**src/rtl/dmem_arbiter.sv**
```systemverilog
// dmem_arbiter: round-robin arbiter sharing single-port DMEM between port A (CPU) and port B (debug).
// Define DMEM_ARB_BURST_EN to let a locked B keep up to MAX_BURST consecutive grants.
module dmem_arbiter #(
    parameter int AW        = 32,
    parameter int DW        = 32,
    parameter int MAX_BURST = 4
) (
    input  logic          SYS_clk,
    input  logic          SYS_reset,
    input  logic          A_req,
    input  logic          A_we,
    input  logic [AW-1:0] A_addr,
    input  logic [DW-1:0] A_wdata,
    output logic          A_ack,
    output logic [DW-1:0] A_rdata,
    output logic          A_stall,
    input  logic          B_req,
    input  logic          B_we,
    input  logic [AW-1:0] B_addr,
    input  logic [DW-1:0] B_wdata,
    output logic          B_ack,
    output logic [DW-1:0] B_rdata,
    input  logic          B_lock,
    output logic [AW-1:0] MEM_addr,
    output logic [DW-1:0] MEM_wdata,
    output logic          MEM_we,
    output logic          MEM_re,
    input  logic [DW-1:0] MEM_rdata
);
    localparam logic [1:0] IDLE   = 2'd0;
    localparam logic [1:0] ACCESS = 2'd1;
    localparam logic [1:0] DONE   = 2'd2;

    logic [1:0]    state;
    logic          owner;
    logic          rr_last;
    logic          we_q;
    logic [AW-1:0] addr_q;
    logic [DW-1:0] wdata_q;
    logic          a_ack_q;
    logic          b_ack_q;
    logic [DW-1:0] a_rdata_q;
    logic [DW-1:0] b_rdata_q;
    logic          lock_win;
    logic          grant;
    logic          grant_b;
    logic          in_access;

    assign grant     = A_req | B_req;
    assign grant_b   = lock_win | (B_req & (~A_req | ~rr_last));
    assign in_access = state == ACCESS;

`ifdef DMEM_ARB_BURST_EN
    localparam int CW = $clog2(MAX_BURST + 1);
    logic [CW-1:0] lock_cnt;

    assign lock_win = rr_last & B_lock & B_req & (lock_cnt < CW'(MAX_BURST));

    // Saturates so an unopposed locked B cannot wrap the counter back under the limit.
    always_ff @(posedge SYS_clk or negedge SYS_reset) begin
        if (!SYS_reset)
            lock_cnt <= '0;
        else if (!B_lock)
            lock_cnt <= '0;
        else if (state == IDLE && grant)
            lock_cnt <= grant_b ? (lock_cnt == CW'(MAX_BURST) ? lock_cnt : lock_cnt + 1'b1) : '0;
    end
`else
    localparam int UNUSED_BURST = MAX_BURST;
    logic unused_lock;

    assign unused_lock = B_lock;
    assign lock_win    = 1'b0;
`endif

    always_ff @(posedge SYS_clk or negedge SYS_reset) begin
        if (!SYS_reset) begin
            state     <= IDLE;
            owner     <= 1'b0;
            rr_last   <= 1'b1;
            we_q      <= 1'b0;
            addr_q    <= '0;
            wdata_q   <= '0;
            a_ack_q   <= 1'b0;
            b_ack_q   <= 1'b0;
            a_rdata_q <= '0;
            b_rdata_q <= '0;
        end else begin
            state   <= state == IDLE ? (grant ? ACCESS : IDLE) : in_access ? DONE : IDLE;
            a_ack_q <= in_access & ~owner;
            b_ack_q <= in_access & owner;
            if (state == IDLE && grant) begin
                owner   <= grant_b;
                rr_last <= grant_b;
                we_q    <= grant_b ? B_we : A_we;
                addr_q  <= grant_b ? B_addr : A_addr;
                wdata_q <= grant_b ? B_wdata : A_wdata;
            end
            if (in_access && !we_q && !owner)
                a_rdata_q <= MEM_rdata;
            if (in_access && !we_q && owner)
                b_rdata_q <= MEM_rdata;
        end
    end

    // Strobes derive from state so an asynchronous reset drops them at once.
    assign MEM_we    = in_access & we_q;
    assign MEM_re    = in_access & ~we_q;
    assign MEM_addr  = addr_q;
    assign MEM_wdata = wdata_q;
    assign A_ack     = a_ack_q;
    assign B_ack     = b_ack_q;
    assign A_rdata   = a_rdata_q;
    assign B_rdata   = b_rdata_q;
    assign A_stall   = A_req & ~a_ack_q;
endmodule

```
**config.mk**
```make
export PLATFORM = sky130hd
export DESIGN_NAME = dmem_arbiter
export DESIGN_NICKNAME = d
export VERILOG_FILES = /design/src/rtl/dmem_arbiter.sv
export SDC_FILE = /design/constraint.sdc
export NUM_CORES = 1
export LEC_CHECK = 0
export CAP_MARGIN = 40
export CORE_ASPECT_RATIO = 1.25
export CORE_MARGIN = 3
export CORE_UTILIZATION = 44
export DETAILED_ROUTE_END_ITERATION = 8
export PLACE_DENSITY_LB_ADDON = 0.1
export SETUP_SLACK_MARGIN = 0.15
export SLEW_MARGIN = 10
export SYNTH_ARGS = -nofsm -noshare
export SYNTH_HDL_FRONTEND = slang
export SYNTH_SLANG_ARGS = --single-unit
```
**constraint.sdc**
```tcl
create_clock -name SYS_clk -period 2.6 [get_ports SYS_clk]
set_input_delay 0.39 -clock SYS_clk [delete_from_list [all_inputs] [get_ports SYS_clk]]
set_output_delay 0.39 -clock SYS_clk [all_outputs]
set_load 0.1 [all_outputs]
```
# ---- Yosys cells after proc, flatten, opt, wreduce, memory -nomap -nowiden
# Index checks and enable logic that the tools add are counted.
dict set report totals {
  register_bits 135
  output_inout_bits 133
  word_cells 37
  latch_bits 0
  ram_bits 0
  in_bits 167
  mem_bits_ro 0
  memories 0
}
dict set report classes {
  div_mod_pow 0
  n_bitwise 13
  n_shift 0
  muxes 6
  mul 0
  reduce_logical 7
  addsub 0
  n_lt_le_gt_ge 0
  eq_ne 1
}
# op count
set ops {}
lappend ops {{two-way mux 32 bit} 2}
lappend ops {{bitwise AND 1 bit} 6}
lappend ops {{inverter 1 bit} 5}
lappend ops {{logical AND 1 bit} 4}
lappend ops {{two-way mux 2 bit} 2}
lappend ops {{== test 2 x 1 -> 1 bit, second input constant} 1}
lappend ops {{logical NOT 1 bit} 2}
lappend ops {{logical NOT 2 bit} 1}
lappend ops {{two-way mux 1 bit} 2}
lappend ops {{OR 1 bit} 2}

# ---- Logic depth before layout (Yosys ltp)
dict set report logic_depth {
  word_depth 4
  mapped_depth 5
  ltp_nobuf 3
}

# ---- Least setup slack after synthesis
# Ideal clock, no wire load.
dict set report synth_timing {
  path_kind {reg-to-output}
  startpoint {reg a_ack_q, in the netlist A_ack}
  endpoint {out A_stall}
  slack_ns -0.001
  arrival_time_ns 2.211
  required_time_ns 2.210
  stages_incl_launch_ff 2
  cell_sequence {dfrtp_1 > nor2b_1}
}
dict set report synth_between {
  elab_chain_len 2
}
# element line_no
set synth_rtl {}
lappend synth_rtl {{start, declared} 40} ;# logic a_ack_q;
lappend synth_rtl {{start signal, assigned} 90} ;# a_ack_q <= in_access & ~owner;
lappend synth_rtl {{inverter 1 bit} 115} ;# assign A_stall = A_req & ~a_ack_q;
lappend synth_rtl {{bitwise AND 1 bit} 115}
lappend synth_rtl {{end, declared} 16} ;# output logic A_stall,
# Every way passes these cells.

# ---- Worst setup path after layout
dict set report layout_timing {
  startpoint {reg state[1]}
  endpoint {out MEM_we}
}
dict set report layout_between {
  elab_chain_len 2
}
# element line_no
set layout_rtl {}
lappend layout_rtl {{start, declared} 34} ;# logic [1:0] state;
lappend layout_rtl {{start signal, assigned} 89} ;# state <= state == IDLE ? (grant ? ACCESS : IDLE) : in_access ? DONE : IDLE;
lappend layout_rtl {{== test 2 x 1 -> 1 bit} 51} ;# assign in_access = state == ACCESS;
lappend layout_rtl {{bitwise AND 1 bit} 107} ;# assign MEM_we = in_access & we_q;
lappend layout_rtl {{end, declared} 26} ;# output logic MEM_we,
# Every way passes these cells.

==> metrics.md <==
| Metric | Value |
|---|---|
| Boundary Pins | 300 |
| Synth unique cells | 19 |
| Crit path cell chain | nand2b_1, inv_1, and2_1, buf_4 |
| Rows | 47 |
| Syn avg cell area | 16.70 um2 |
| HPWL Detailed | 12.64 mm |
| Die width | 111.3 um |
| Capture point of the worst reg-to-reg path | MEM_wdata[31]$_DFFE_PN0P_ |
| Mapped cell area | 6095 um2 |
| Layout Utilization | 71.59% |
| CP peak stage delay | 0.40 ns |
| Ant. Diodes | 0 |
| Routability cong. | 0.7653 |
| Post-DR vias/cell | 4.932 |
| Critical-path maximum fanout | 6 |
| Flop-to-flop setup slack | 0.71 ns |
| Tmin final | 2.042 ns |
| CTS sink count | 135 |
| Layout net count | 840 |
| Sum Neg Setup Slack | 0 ns |
| Drt first pass iters | 7 |
| Area Growth Syn to Fin | 57.50% |
| Worst-skew pair later-pin latency | 0.41 ns |
| Post-Syn Nets | 532 |
| Number of buffers created by CTS | 17 |
| Unrepaired setup endpoints after global routing | false |
| Crit path from | state[1]$_DFF_PN0_ |
| Worst-path clk slew | 0.06 ns |
| Fmax | 0.4896 GHz |
| Critical Path Start Type | flop |
| Hold Crit Start | B_rdata[11]$_DFFE_PN0P_ |
| Pin count of the biggest net entering global routing | 68 |
| Maximum root-to-sink buffer count | 2 |
| Pre-CTS setup slack | 0.2837 ns |
| DR vias | 4,227 |
| Critical path arrival | 1.65 ns |
| Max-Cap Viols | 0 |
| Reg2reg start | rr_last$_DFFE_PN1P_ |
| Clock Skew | 0.009169 ns |
| Total wire length | 16.52 mm |
| TritonCTS clock tree | built |
| Required @ worst endpoint | 2.21 ns |
| Die ar. | 15,310 um2 |
| Global route overflow | 0 |
| Wire per inst | 19.27 um |
| H-tree depth | 4 |
| Post-synthesis cell count | 365 |
| Crit path capture | MEM_we |
| R2R cell count | 4 |
| Iter 0 DRT Violations | 123 |
| Yosys warning total | 0 |
| Slew @ Worst Pin | 0.6203 ns |
| #FFs+latches synth | 135 |
| Max-slew headroom | 58.65% |
| Crit end category | output port |
| First-pass GRT wire length | 25.76 mm |
| Antenna violations before repair | 0 |
| Outcome | finished clean |
| Fin. Hold Viols | 0 |
| DRC | 0 |
| Post_cts resized | 0 |
| Pins over their slew limit | 0 |
| Register area share after synthesis | 55.45% |
| I/O Buffers | 298 |
| Die height | 137.6 um |
| Kind of critical path | reg2out |
| Total GRT Usage | 21.68% |
| Setup WS post-layout | 0.5576 ns |
| Worst path slowest cell | dfrtp_1 |
| Worst hold path type | reg2reg |
| Share of cells above drive strength 1 | 54.23% |
| Fin crit share | 78.55% |
| Post-Layout Inst Area | 9599 um2 |
| Final setup viols | 0 |
| Initial core utilization | 45.46% |
| Root Buffer | clkbuf_16 |
| Vias in the first global route | 4,693 |
| Post-CTS setup buffers | 0 |
| Post-DRT Antenna Nets | 0 |
| Post-Place Cell Area | 8987 um2 |
| Core footprint | 13,410 um2 |
-- registers in the layout (all words and copies together), names as in the netlist --
| register | count |
|---|---|
| B_rdata | 32 |
| we_q | 1 |
| A_rdata | 32 |
| rr_last | 1 |
| B_ack | 1 |
| A_ack | 1 |
| owner | 1 |
| state | 2 |
| MEM_wdata | 32 |
| MEM_addr | 32 |
-- cells in the mapped netlist --
master	instances	area (um2)
nor2_1	4	15.01
mux2_2	112	1261
nand2b_1	1	6.260
buf_6	5	56.30
a21oi_1	1	5.000
dfrtp_1	134	3353
mux2_1	4	45.04
a21bo_2	1	10.01
mux2_4	78	1171
buf_4	3	22.52
a31oi_1	1	6.260
nor3_2	2	20.02
dfstp_2	1	26.28
inv_1	2	7.510
o32ai_1	1	8.760
nor2b_1	1	6.260
and2_1	1	6.260
buf_2	12	60.06
o21a_1	1	7.510
-- per-stage QoR --
| stage | hold WS, ns | std cells |
|---|---|---|
| after CTS | 0.4908 | 857 |
| after detailed placement | 0.4284 | 824 |
| after global routing | 0.5155 | 857 |
| after floorplan | 0.09441 | 365 |
| after global placement | 0.4187 | 824 |
| final | 0.4883 | 857 |
-- repair_timing --
item	in CTS	in global routing
hold endpoints to repair	35	0
endpoints found under the setup margin	0	0
hold buffers	1	0
-- final cells by class --
type	count	area, um2
clock buffer	17	425.4
clock inverter	15	176.4
fill	939	3809
inverter	2	7.507
multi-input combinational	208	2597
sequential	135	3379
tap	171	214.0
timing repair buffer	309	2799
-- worst min path at each step --
stage / to / slack [ns] / cells after the start
after detailed placement: B_rdata[15]$_DFFE_PN0P_ / 0.43 / 1
after CTS: B_rdata[11]$_DFFE_PN0P_ / 0.49 / 1
after floorplan: A_ack$_DFF_PN0_ / 0.09 / 0
after global routing: MEM_addr[25]$_DFFE_PN0P_ / 0.52 / 1
after global placement: B_rdata[15]$_DFFE_PN0P_ / 0.42 / 1
final: B_rdata[11]$_DFFE_PN0P_ / 0.49 / 1
-- layer usage --
| layer | global-route usage, % | up-vias | share of wire, % |
|---|---|---|---|
| met2 | 37.89 | 205 | 53 |
| met4 | 9.060 | 0 | 2.9 |
| met3 | 7.777 | 29 | 8.1 |
| met5 | 0 | - | 0 |
| met1 | 24.10 | 2069 | 36 |
| li1 | - | 1924 | - |
-- layout by cell type (no fill, tap or decap), types with 2 or more instances in the layout --
cell	n
inv_6	2
clkinvlp_4	3
mux2_1	4
inv_1	2
mux2_2	112
nor2_1	4
dfrtp_1	134
clkinv_2	4
clkbuf_16	17
clkdlybuf4s50_1	164
buf_12	5
nor3_4	2
clkinv_4	3
mux2_4	78
buf_4	138
bufinv_16	3
-- critical path, delay by kind of cell, from the launching register on --
family | cells | cell delay, ns
simple gates | 2 | 0.44
buf+inv | 2 | 0.41
flops | 1 | 0.40
-- kinds of logic (layout without fill, tap and decap cells) --
group	after synthesis	after routing	share of synthesized area (%)
simple gates	9	9	0.8829
flops	135	135	55.45
compound gates	5	5	0.6160
mux	194	194	40.65
buf+inv	22	343	2.402
Power is left out: the tool's default activity adds up to more than one toggle a clock period on the data nets, which glitch-free logic cannot reach.
